<file path="src/rtl/rv32i_types.sv">
// rtl/rv32i_types.sv - shared RV32I pipeline types: sequencer states and stage control bundle
package rv32i_types;

  typedef enum logic {
    START = 1'b0,
    RUN   = 1'b1
  } pipe_ctrl_state_t;

  typedef struct packed {
    logic load_pc;
    logic load_if_id;
    logic load_id_ex;
    logic load_ex_mem;
    logic load_mem_wb;
    logic pc_sel;
    logic flush_if_id;
    logic flush_id_ex;
  } pipe_ctrl_t;

  localparam logic [4:0] REG_X0 = 5'd0;

endpackage

</file>
<file path="src/rtl/hazard_detect.sv">
// rtl/hazard_detect.sv - combinational load-use comparator between EX destination and ID sources
module hazard_detect
  import rv32i_types::*;
(
  input  logic       ex_is_load,
  input  logic [4:0] ex_rd,
  input  logic [4:0] id_rs1,
  input  logic [4:0] id_rs2,
  input  logic       id_use_rs1,
  input  logic       id_use_rs2,
  output logic       hz
);

  // x0 is never a real dependency, so a load into x0 cannot cause a stall
  assign hz = ex_is_load && (ex_rd != REG_X0) &&
              ((id_use_rs1 && (id_rs1 == ex_rd)) || (id_use_rs2 && (id_rs2 == ex_rd)));

endmodule

</file>
<file path="src/rtl/pipeline_ctrl.sv">
// rtl/pipeline_ctrl.sv - global stall/flush sequencer; PIPE_CTRL_PERF_EN builds the perf counters
module pipeline_ctrl
  import rv32i_types::*;
(
  input  logic        clk,
  input  logic        rst,
  input  logic        imem_resp,
  input  logic        dmem_resp,
  input  logic        mem_req,
  input  logic [4:0]  id_rs1,
  input  logic [4:0]  id_rs2,
  input  logic        id_use_rs1,
  input  logic        id_use_rs2,
  input  logic [4:0]  ex_rd,
  input  logic        ex_is_load,
  input  logic        ex_br_taken,
  output logic        imem_read,
  output logic        load_pc,
  output logic        load_if_id,
  output logic        load_id_ex,
  output logic        load_ex_mem,
  output logic        load_mem_wb,
  output logic        pc_sel,
  output logic        flush_if_id,
  output logic        flush_id_ex,
  output logic [31:0] stall_cycles,
  output logic [31:0] bubble_count,
  output logic [31:0] flush_count
);

  pipe_ctrl_state_t state_q, state_d;
  logic             imem_done_q, imem_done_d;
  logic             dmem_done_q, dmem_done_d;
  logic             hz;
  logic             adv;
  logic             active;
  pipe_ctrl_t       ctrl;

  hazard_detect u_hazard_detect (
    .ex_is_load (ex_is_load),
    .ex_rd      (ex_rd),
    .id_rs1     (id_rs1),
    .id_rs2     (id_rs2),
    .id_use_rs1 (id_use_rs1),
    .id_use_rs2 (id_use_rs2),
    .hz         (hz)
  );

  // Outputs are forced quiet while reset is held, even before the state register clears
  assign active = rst && (state_q == RUN);
  assign adv    = active && (imem_resp || imem_done_q) && (!mem_req || dmem_resp || dmem_done_q);

  always_comb begin
    state_d     = RUN;
    imem_done_d = imem_done_q;
    dmem_done_d = dmem_done_q;
    ctrl        = '0;
    imem_read   = 1'b0;
    if (active) begin
      imem_read = !imem_done_q;
      if (!adv) begin
        imem_done_d = imem_done_q || imem_resp;
        dmem_done_d = dmem_done_q || dmem_resp;
      end else if (ex_br_taken) begin
        ctrl        = '{default: 1'b1};
        imem_done_d = 1'b0;
        dmem_done_d = 1'b0;
      end else if (hz) begin
        // PC holds, so the instruction already fetched stays valid for the retry
        ctrl.load_id_ex  = 1'b1;
        ctrl.flush_id_ex = 1'b1;
        ctrl.load_ex_mem = 1'b1;
        ctrl.load_mem_wb = 1'b1;
        imem_done_d      = 1'b1;
        dmem_done_d      = 1'b0;
      end else begin
        ctrl.load_pc     = 1'b1;
        ctrl.load_if_id  = 1'b1;
        ctrl.load_id_ex  = 1'b1;
        ctrl.load_ex_mem = 1'b1;
        ctrl.load_mem_wb = 1'b1;
        imem_done_d      = 1'b0;
        dmem_done_d      = 1'b0;
      end
    end
  end

  always_ff @(posedge clk) begin
    if (!rst) begin
      state_q     <= START;
      imem_done_q <= 1'b0;
      dmem_done_q <= 1'b0;
    end else begin
      state_q     <= state_d;
      imem_done_q <= imem_done_d;
      dmem_done_q <= dmem_done_d;
    end
  end

  assign load_pc     = ctrl.load_pc;
  assign load_if_id  = ctrl.load_if_id;
  assign load_id_ex  = ctrl.load_id_ex;
  assign load_ex_mem = ctrl.load_ex_mem;
  assign load_mem_wb = ctrl.load_mem_wb;
  assign pc_sel      = ctrl.pc_sel;
  assign flush_if_id = ctrl.flush_if_id;
  assign flush_id_ex = ctrl.flush_id_ex;

`ifdef PIPE_CTRL_PERF_EN
  logic [31:0] stall_q, bubble_q, flush_q;

  always_ff @(posedge clk) begin
    if (!rst) begin
      stall_q  <= '0;
      bubble_q <= '0;
      flush_q  <= '0;
    end else if (active) begin
      if (!adv) begin
        stall_q <= stall_q + 32'd1;
      end else if (ex_br_taken) begin
        flush_q <= flush_q + 32'd1;
      end else if (hz) begin
        bubble_q <= bubble_q + 32'd1;
      end
    end
  end

  assign stall_cycles = rst ? stall_q  : '0;
  assign bubble_count = rst ? bubble_q : '0;
  assign flush_count  = rst ? flush_q  : '0;
`else
  assign stall_cycles = '0;
  assign bubble_count = '0;
  assign flush_count  = '0;
`endif

endmodule

</file>
<file path="config.mk">
export PLATFORM = sky130hd
export DESIGN_NAME = pipeline_ctrl
export DESIGN_NICKNAME = d
export VERILOG_FILES = /design/src/rtl/rv32i_types.sv /design/src/rtl/hazard_detect.sv /design/src/rtl/pipeline_ctrl.sv
export SDC_FILE = /design/constraint.sdc
export NUM_CORES = 1
export LEC_CHECK = 0
export CAP_MARGIN = 30
export CORE_MARGIN = 5
export CORE_UTILIZATION = 50
export DETAILED_ROUTE_END_ITERATION = 7
export DONT_BUFFER_PORTS = 1
export GPL_TIMING_DRIVEN = 0
export PLACE_DENSITY = 0.64
export SYNTH_ARGS = -nofsm -noshare
export SYNTH_HDL_FRONTEND = slang
export SYNTH_HIERARCHICAL = 1
export SYNTH_SLANG_ARGS = --single-unit
export TNS_END_PERCENT = 100
</file>
<file path="constraint.sdc">
create_clock -name clk -period 2.5 [get_ports clk]
set_input_delay 0.375 -clock clk [delete_from_list [all_inputs] [get_ports clk]]
set_output_delay 0.375 -clock clk [all_outputs]
set_load 0.02 [all_outputs]
</file>
**Word level (Yosys, flattened, before mapping)**

Cells that the tools add are included.

- Muxes and demuxes: 12
- Equal/unequal tests: 2
- Reduce and logical (&&, ||, !) cells: 15

Operator list:

| kind | number |
|---|---|
| 8-bit 2-to-1 mux | 2 |
| 5-bit == test | 2 |
| 1-bit logical AND | 7 |
| 1-bit 2-to-1 mux | 7 |
| 1-bit logical OR | 5 |
| 5-bit 2-to-1 mux | 1 |
| 5-bit nonzero test | 1 |
| 2-bit 2-to-1 mux | 2 |
| 1-bit logical NOT | 2 |

- Input port bits: 24
- Output and inout port bits: 105
- Register bits after elaboration: 3
- Word-level logic and storage cells: 32

**Depth between registers and ports, before layout**

- Depth in word-level cells: 8
- Mapped depth: 7
- Mapped depth without buffers: 6

**Hierarchy**

Netlist, hierarchy kept.

By module, submodules not included:

| module | cells each | area each (µm²) | instances | sequential area each (µm²) |
|---|---|---|---|---|
| pipeline_ctrl | 119 | 920.9 | 1 | 60.1 |
| hazard_detect | 17 | 133.9 | 1 | 0.0 |

**Worst setup path before layout**

No wires, ideal clock.

- Kind: in2out
- Start: input port ex_rd[0]
- End: output port load_pc
- Stages: 6
- Data required time: 2.125 ns
- Path buffers: 1
- Arrival time: 1.954 ns
- Slack: 0.171 ns
- Cells stage by stage: or4_1 o21ai_1 a21oi_1 nor2b_1 nor3_1 buf_4

- Cells in the longest elaborated chain, start to end: 8
- Elaborated cells on any way between the ends: 12
- Those cells by class: eq/ne: 2; mux: 4; reduce/logical: 6

RTL lines:

| what | RTL line | RTL |
|---|---|---|
| start: declaration | pipeline_ctrl.sv:14 | `input logic [4:0] ex_rd,` |
| 5-bit == test | hazard_detect.sv:16 | `((id_use_rs1 && (id_rs1 == ex_rd)) \|\| (id_use_rs2 && (id_rs2 == ex_rd)));` |
| 1-bit logical AND | hazard_detect.sv:16 |  |
| 1-bit logical OR | hazard_detect.sv:16 |  |
| 1-bit logical AND (*) | hazard_detect.sv:15 | `assign hz = ex_is_load && (ex_rd != REG_X0) &&` |
| named net hz | pipeline_ctrl.sv:34 | `logic hz;` |
| 2-bit 2-to-1 mux (*) | pipeline_ctrl.sv:68 | `end else if (hz) begin` |
| 5-bit 2-to-1 mux (*) | pipeline_ctrl.sv:64 | `end else if (ex_br_taken) begin` |
| 8-bit 2-to-1 mux (*) | pipeline_ctrl.sv:61 | `if (!adv) begin` |
| 8-bit 2-to-1 mux (*) | pipeline_ctrl.sv:59 | `if (active) begin` |
| end: declaration | pipeline_ctrl.sv:18 | `output logic load_pc,` |

Mark *: on every way through the listed nets, which the timed path passes. The rest lies on a longest branch.

**Worst setup path after layout**

Same ends and word-level chain as after synthesis.

==> flow_summary.ini <==
[timing]
hold_viol = 0
finalCritPeriodShare_pct = 88.3
min_period_ns = 2.21
setup_tns_ns = 0
maxSlewViolCount = 0
holdWs_ns = 0.159
rsz0062_at_grt = no
maxSlewHeadroom_pct = 49.3
setup_viol = 0
worst_pin_slew_ns = 0.759
max_freq_mhz = 453
clock_skew_ns = 0.00388

[yosys]
synthDistinctLibCells = 22
synth_area_leaders = buf_4 71%, xor2_1 6.6%, dfxtp_1 5.7%, nor3b_4 1.8%, xnor2_1 1.7%
netlist_area_sq_um = 1050
netlist_instances = 136
ys_seq_area_share_pct = 5.69
netlist.area_leader.share_pct = 71.2
ys_ff_latch = 3
yosys_warnings = 6
yosysTopAreaCell = buf_4
avgSynthCellArea_sq_um = 7.76

[finish]
drive_above_1_share_pct = 46.0
area_growth_pct = 40.0
layout_commonest_cell = buf_4
final_cell_mix = 100 x buf_4, 96 x conb_1, 8 x xor2_1
fin_nets = 260
finalNonFillerCells = 262
fin_util_pct = 74.5
antenna_cells = 0
fill_cells = 165

[setup_path]
crit_chain = or4_1 -> o21ai_1 -> a21oi_1 -> nor2b_1 -> nor3_2 -> buf_4
critPathArrivalTime_ns = 1.83
end_kind = output pin
critPathSlowestCell = or4_1
r2r_end = imem_done_q
rr_startpoint = state_q
r2r_slack_ns = 1.60
crit_path_max_incr_delay_ns = 0.51
crit_fanout = 3
crit_required_ns = 2.12
reg2reg_depth = 2
crit_type = input port to output pin
critPathLaunchType = input port

[clock_tree]
cts_root_buf = clkbuf_4
clk_path_buf_depth = 2
cts_setup_buffers = 0
cts_max_level = 1
cts.sinks = 3
clk_pin_slew_ns = 0.04
cts_tree = built
clk_latency_ns = 0.24
cts_made_buffers = 3

[hold_path]
min_to = state_q
hp-start = rst
worstHoldPathCells = 0
holdCritPathClass = input port to flip-flop

[grt]
overflow = 0
first_global_vias = 774
grt_max_degree = 6
grt_pass1_wl_um = 3840
gr-usage-met2_pct = 32.3
grt_use_total_pct = 15.5
use_met3_pct = 11.6
top_usage_layer = met2
globalRouteMet1Util_pct = 10.1
antenna_found_initial = 0

[power]
power.density_nw_per_um2 = 296
power_mw = 0.437
p_leak_nw = 0.990
ir_worst_vdd_uv = 187

[floorplanning]
fp.dieH_um = 55.9
num_io_pins = 129
fp-row-count = 16
core_area_sq_um = 1980
dieArea_sq_um = 3130
die_w_um = 55.9
initial_core_util_pct = 53.2

[drt]
drc_errors = 0
via_count = 840
wl_per_cell_um = 9.96
drt-pass1-iter-count = 4
drt_iter0_drc = 8
ant_nets = 0
vias_per_cell = 3.21
wl_um = 2610

[placement]
dpl.cell_count = 258
place.gp.congestion = 0.809
port_buffers = 0
hpwl_um = 2570

[run]
drv_cap = 0

[status]
outcome = complete, no violations
[cells by family (layout without fill, tap and decap cells)]
logic type | after synthesis | count (layout) | share of synthesized area (%)
flip-flops | 3 | 3 | 5.69
XOR/XNOR | 10 | 10 | 8.30
other | 1 | 96 | 0.356
AO/OA/AOI/OAI | 6 | 6 | 4.39
AND/OR/NAND/NOR | 15 | 15 | 9.73
buffers and inverters | 101 | 105 | 71.5
[registers in the layout, indices dropped and copies added, names as in the netlist]
| name | flops |
|---|---|
| dmem_done_q | 1 |
| imem_done_q | 1 |
| state_q | 1 |
[through the flow]
stage,area [sq um],setup slack [ns]
final,1480,0.294
after global routing,1480,0.228
after CTS,1470,0.0321
after detailed placement,1450,0.0287
after global placement,1450,0.0423
after floorplan,1410,0.171
[cell type report]
class                           instances  area [sq um]  share of cell area [%]
Buffer                                100           751                    50.8
Multi-Input combinational cell        127           602                    40.8
Sequential cell                         3          60.1                    4.07
Tap cell                               27          33.8                    2.29
Clock buffer                            4          26.3                    1.78
Inverter                                1          3.75                   0.254
[synth_stat cells]
| library cell | count |
|---|---|
| nand3_1 | 2 |
| buf_4 | 100 |
| nor4_2 | 1 |
| inv_1 | 1 |
| or4_1 | 1 |
| a21oi_1 | 2 |
| nor4_1 | 1 |
| nor3b_4 | 1 |
| dfxtp_1 | 3 |
| and3b_1 | 1 |
| nor3b_1 | 1 |
| o311a_1 | 1 |
| nand2_1 | 1 |
| xor2_1 | 8 |
| o211ai_2 | 1 |
| conb_1 | 1 |
| xnor2_1 | 2 |
| nor2_1 | 3 |
| nor2b_1 | 1 |
| nor3_1 | 2 |
| a21o_2 | 1 |
| o21ai_1 | 1 |
[worst max-delay path, delay by kind of cell]
family,cells,cell delay (ns)
and+or+nand+nor,3,1.01
buffers and inverters,1,0.23
AOI/OAI and AO/OA,2,0.21
[timing repair]
item                                    4_1_cts  5_1_grt
endpoints found under the setup margin        0        1
resized for setup                             0        1
hold buffers                                  0        0
[where the power goes]
part,switching [mW],internal [mW]
registers,0.00277,0.0509
clock network,0.0277,0.0600
logic,0.175,0.120
total,0.206,0.231
[how the worst max path moves through the flow]
stage | from | end | slack, ns | depth (start not counted)
finish | ex_rd[0] | load_pc | 0.29 | 6
global route | ex_rd[0] | load_pc | 0.23 | 6
floorplan | ex_rd[0] | load_pc | 0.17 | 6
detailed placement | ex_rd[0] | load_pc | 0.03 | 6
CTS | ex_rd[0] | load_pc | 0.03 | 6
global placement | ex_rd[0] | load_pc | 0.04 | 6
[layer usage]
metal / up-vias / part of all wire [%]
li1: 431 / -
met1: 324 / 25
met2: 81 / 54
met3: 4 / 20
met4: 0 / 1.0
met5: - / 0
Power figures use the tool's default switching activity.
